[config.mk]
export PLATFORM = sky130hd
export DESIGN_NAME = popcount_accum_stage
export DESIGN_NICKNAME = d
export VERILOG_FILES = /design/src/rtl/popcount_accum_stage_pkg.sv /design/src/rtl/popcount_accum_stage_popcount32.sv /design/src/rtl/popcount_accum_stage.sv
export SDC_FILE = /design/constraint.sdc
export NUM_CORES = 1
export LEC_CHECK = 0
export CAP_MARGIN = 20
export CORE_ASPECT_RATIO = 0.8
export CORE_MARGIN = 2
export CORE_UTILIZATION = 25
export DETAILED_ROUTE_END_ITERATION = 8
export GPL_ROUTABILITY_DRIVEN = 0
export PLACE_DENSITY = 0.54
export REMOVE_ABC_BUFFERS = 1
export SLEW_MARGIN = 20
export SYNTH_ARGS = -nofsm -noshare
export SYNTH_HDL_FRONTEND = slang
export SYNTH_HIERARCHICAL = 1
export SYNTH_SLANG_ARGS = --single-unit
[constraint.sdc]
create_clock -name clk -period 3.2 [get_ports clk]
set_input_delay 0.48 -clock clk [delete_from_list [all_inputs] [get_ports clk]]
set_output_delay 0.48 -clock clk [all_outputs]
set_load 0.05 [all_outputs]
[src/rtl/popcount_accum_stage_pkg.sv]
// Shared definitions for the popcount accumulator stage: default widths and FSM encoding.
package popcount_accum_stage_pkg;

  localparam int unsigned WORD_W_DEF = 32;
  localparam int unsigned CNT_W_DEF  = 6;
  localparam int unsigned ACC_W_DEF  = 38;
  localparam int unsigned WCNT_W_DEF = 16;

  typedef enum logic [1:0] {
    ST_IDLE  = 2'd0,
    ST_ACCUM = 2'd1,
    ST_DRAIN = 2'd2,
    ST_DONE  = 2'd3
  } state_e;

endpackage

[src/rtl/popcount_accum_stage_popcount32.sv]
// Combinational population count of one input word.
module popcount32
  import popcount_accum_stage_pkg::*;
#(
  parameter int unsigned WORD_W = WORD_W_DEF,
  parameter int unsigned CNT_W  = CNT_W_DEF
) (
  input  logic [WORD_W-1:0] data,
  output logic [CNT_W-1:0]  count_c
);

  always_comb begin
    count_c = '0;
    for (int unsigned i = 0; i < WORD_W; i++) begin
      count_c = count_c + CNT_W'(data[i]);
    end
  end

endmodule

[src/rtl/popcount_accum_stage.sv]
// Streaming popcount accumulator: counts set bits of each accepted word into a saturating total
// and presents total, word count and overflow on a held result handshake at end of frame.
module popcount_accum_stage
  import popcount_accum_stage_pkg::*;
#(
  parameter int unsigned WORD_W = WORD_W_DEF,
  parameter int unsigned CNT_W  = CNT_W_DEF,
  parameter int unsigned ACC_W  = ACC_W_DEF,
  parameter int unsigned WCNT_W = WCNT_W_DEF
) (
  input  logic              clk,
  input  logic              rst_n,
  input  logic              start,
  input  logic              in_valid,
  output logic              in_ready,
  input  logic [WORD_W-1:0] in_data,
  input  logic              in_last,
  output logic              out_valid,
  input  logic              out_ready,
  output logic [ACC_W-1:0]  out_total,
  output logic [WCNT_W-1:0] out_words,
  output logic              out_overflow
);

  localparam int unsigned SUM_W = ACC_W + 1;

  state_e            state_q;
  state_e            state_d;
  logic              accept_c;
  logic              clear_c;
  logic [CNT_W-1:0]  pc_c;
  logic [CNT_W-1:0]  pc_q;
  logic              pc_v_q;
  logic [SUM_W-1:0]  sum_c;

  assign accept_c = in_valid & in_ready;
  assign clear_c  = (state_q == ST_IDLE) & start;

  popcount32 #(
    .WORD_W (WORD_W),
    .CNT_W  (CNT_W)
  ) u_popcount (
    .data    (in_data),
    .count_c (pc_c)
  );

  // Next-state logic; DRAIN waits for the last popcount to land in the accumulator.
  always_comb begin
    state_d = state_q;
    case (state_q)
      ST_IDLE:  if (start)                 state_d = ST_ACCUM;
      ST_ACCUM: if (accept_c && in_last)   state_d = ST_DRAIN;
      ST_DRAIN: if (!pc_v_q)               state_d = ST_DONE;
      ST_DONE:  if (out_ready)             state_d = ST_IDLE;
      default:                             state_d = ST_IDLE;
    endcase
  end

  // Handshake flags are registered copies of the upcoming state.
  always_ff @(posedge clk or negedge rst_n) begin
    if (!rst_n) begin
      state_q   <= ST_IDLE;
      in_ready  <= 1'b0;
      out_valid <= 1'b0;
    end else begin
      state_q   <= state_d;
      in_ready  <= (state_d == ST_ACCUM);
      out_valid <= (state_d == ST_DONE);
    end
  end

  always_ff @(posedge clk or negedge rst_n) begin
    if (!rst_n) begin
      pc_q   <= '0;
      pc_v_q <= 1'b0;
    end else begin
      pc_v_q <= accept_c;
      if (accept_c) pc_q <= pc_c;
    end
  end

  assign sum_c = {1'b0, out_total} + SUM_W'(pc_q);

  // Saturating accumulate; overflow stays set until the next frame opens.
  always_ff @(posedge clk or negedge rst_n) begin
    if (!rst_n) begin
      out_total    <= '0;
      out_overflow <= 1'b0;
    end else if (clear_c) begin
      out_total    <= '0;
      out_overflow <= 1'b0;
    end else if (pc_v_q) begin
      if (sum_c[ACC_W]) begin
        out_total    <= '1;
        out_overflow <= 1'b1;
      end else begin
        out_total <= sum_c[ACC_W-1:0];
      end
    end
  end

  always_ff @(posedge clk or negedge rst_n) begin
    if (!rst_n) begin
      out_words <= '0;
    end else if (clear_c) begin
      out_words <= '0;
    end else if (accept_c && (out_words != '1)) begin
      out_words <= out_words + WCNT_W'(1);
    end
  end

endmodule

==> results_dict.tcl <==
set metrics [dict create \
    ctsHoldBuffers 0 \
    irDropWorstVdd_mv 0.620 \
    numCtsBuffers 9 \
    synth_cells 437 \
    skew_ns 0.0105 \
    synth.distinct_cells 50 \
    fin_area_um2 5910 \
    hp-class "in2async" \
    dieArea_um2 18600 \
    whs_ns 0.162 \
    num_vias 3431 \
    yosysTopAreaCell "dfrtp_1" \
    stdcell_count 772 \
    io_pins 95 \
    fp.dieW_um 152 \
    violations "negative setup slack" \
    worst_setup_path_end_kind "register" \
    initial_utilization_pct 25.4 \
    areaGrowthSynthToFinish_pct 34.8 \
    yosys.area_share.simple_pct 17.5 \
    total_power_mw 5.30 \
    relSlewSlack_pct 59.8 \
    wl_per_cell_um 13.7 \
    maxSlewViolCount 0 \
    place_inst 754 \
    netlist_area_um2 4380 \
    synth.top_cell.area_share_pct 37.7 \
    crit_fanout 2 \
    dp_hpwl_um 7880 \
    grt-ovfl-total 0 \
    portBuffers 94 \
    core.rowCount 43 \
    routed_via_density 4.44 \
    grt_setup_unrepaired "true" \
    post_dp_cell_area_um2 5610 \
    synth-seq-cells 66 \
    yosysMostFrequentCell "dfrtp_1" \
    antenna_found_initial 0 \
    ant_nets 0 \
    outcome "finished with violations" \
    synthXorXnorAreaFrac_pct 9.60 \
    fin_crit_ns 4.89 \
    drt_iter0_drc 105 \
    synth_top_family_by_area "simple AND/OR/NAND/NOR gates" \
    die_h_um 122 \
    tightestPinTransition_ns 0.603 \
    dr.pass1.iters 4 \
    wl_um 10600 \
    clk_path_buf_depth 2 \
    crit_path_start_kind "input port" \
    drc 0 \
    synth.avg_cell_area_um2 10.0 \
    tritoncts "built" \
    required_ns 3.40 \
    fin_crit_sh_pct 153 \
    synthAdderAreaFrac_pct 17.3 \
    clk_pin_slew_ns 0.06 \
    layout_setup_ws_ns -1.69 \
    htreeDepth 3 \
    cts_root_buf "clkbuf_16" \
    p_per_area_nw_per_um2 898 \
    synthArstFlopShare_pct 100 \
    cap_violations 0 \
    p_leak_nw 2.58 \
    crit_type "in2reg" \
    gr-usage-all-layers_pct 11.9 \
    synth-compound-area-share_pct 9.20 \
    fillers 1741 \
    setup_viol 6 \
    grt_start_max_net_pins 46 \
    ys_seq_area_share_pct 37.7 \
    final_layout_size_suffix_gt1_share_pct 11.0 \
    synth_area_leaders "dfrtp_1 38%, fa_1 12%, xnor2_1 6.8%" \
    diodes 0 \
    grt_first_pass_wirelength_um 17800 \
    nNetsFinal 626 \
    hold_violations 0 \
    clock-sinks 66 \
    netlist_top_cells_count "66 x dfrtp_1, 46 x inv_1, 34 x xnor2_1, 31 x o21ai_0, 29 x nor2_1" \
    yosysWarnings 6 \
    max_freq_ghz 0.205 \
    synth_edf_count 0 \
    core_um2 17300 \
    grt_pass1_vias 3568 \
    synthMuxAreaShare_pct 3.14 \
    cp.arrival_ns 5.09 \
    synth_ff_type "dfrtp_1" \
    post-route-util_pct 34.2 \
    clk_latency_ns 0.33 \
]
per-layer routing:
metal  track usage [%]  vias to the layer above  routed length, µm
li1                  -                     1687                  -
met1              15.9                     1661               5070
met2              19.3                       77               4920
met3              3.64                        6                532
met4              2.16                        0                 55
met5                 0                        -                  0
what timing repair did:
action                     in CTS  in global routing
resized for setup              44                  4
setup endpoints to repair       6                  6
pin swaps                      20                  4
setup buffers                   3                  0
state kept, by name (all words and copies together) (netlist names):
name          count
out_words        16
out_total        38
pc_v_q            1
out_valid         1
state_q           2
pc_q              6
out_overflow      1
in_ready          1
cell type report:
| type | count | area, µm² | share of cell area [%] |
|---|---|---|---|
| clock inverters | 3 | 17.5 | 0.297 |
| well taps | 225 | 282 | 4.77 |
| multi-input cells | 312 | 2520 | 42.7 |
| repair buffers | 108 | 1030 | 17.4 |
| inverters | 46 | 173 | 2.92 |
| flip-flops and latches | 66 | 1650 | 28.0 |
| clock buffers | 12 | 236 | 4.00 |
report_power, final:
| group | switching (mW) | leakage (nW) | internal (mW) | total (mW) |
|---|---|---|---|---|
| sequential | 0.149 | 0.888 | 0.990 | 1.14 |
| clock | 0.354 | 0.122 | 0.518 | 0.872 |
| combinational | 1.69 | 1.57 | 1.61 | 3.29 |
| total | 2.19 | 2.58 | 3.12 | 5.30 |
final timing paths:
check	end	slack, ns	cells past startpoint	from
max	pc_q[4]	-1.69	17	in_data[3]
min	out_total[27]	0.16	1	rst_n
max reg2reg	out_total[9]	0.73	9	out_total[0]
min reg2reg	out_overflow	0.49	2	out_overflow
max in group asynchronous	state_q[1]	2.28	2	rst_n
min in group clk	out_overflow	0.49	2	out_overflow
kinds of logic (layout without fill, tap and decap cells):
kind of cell	count (synthesis)	in the layout
AOI/OAI and AO/OA	67	67
xor gates and xnor gates	48	48
adders and majority gates	45	45
buffers and inverters	59	169
DFF	66	66
muxes	13	13
and+or+nand+nor	139	139
through the flow:
stage / setup TNS [ns] / worst slack (ns)
global placement: -13.29 / -2.37
detailed placement: -13.78 / -2.48
finish: -9.27 / -1.69
floorplan: -9.75 / -1.80
CTS: -9.61 / -1.74
global route: -10.03 / -1.82
cell usage in the layout (no fill, tap or decap), types with 8 or more instances in the layout:
master           count
o21ai_0             31
dlygate4sd2_1       10
nand2_1             23
nand3_1             20
buf_4               14
fa_1                24
clkbuf_16            9
nor2_1              29
dfrtp_1             66
clkdlybuf4s50_1     75
ha_1                19
xor2_1              14
xnor2_1             34
inv_1               41
nand4_1              8
nor3_1              17
critical path, cell delays in order:
cell	delay, ns
buf_6	0.09
fa_1	0.48
ha_1	0.31
inv_2	0.04
fa_1	0.47
fa_1	0.52
fa_1	0.43
fa_1	0.53
fa_1	0.42
inv_1	0.08
fa_2	0.21
inv_2	0.04
fa_2	0.38
nand2b_4	0.15
a21oi_2	0.14
xor2_1	0.08
mux2_4	0.26
Note: power is estimated with default switching activity, not from simulation.
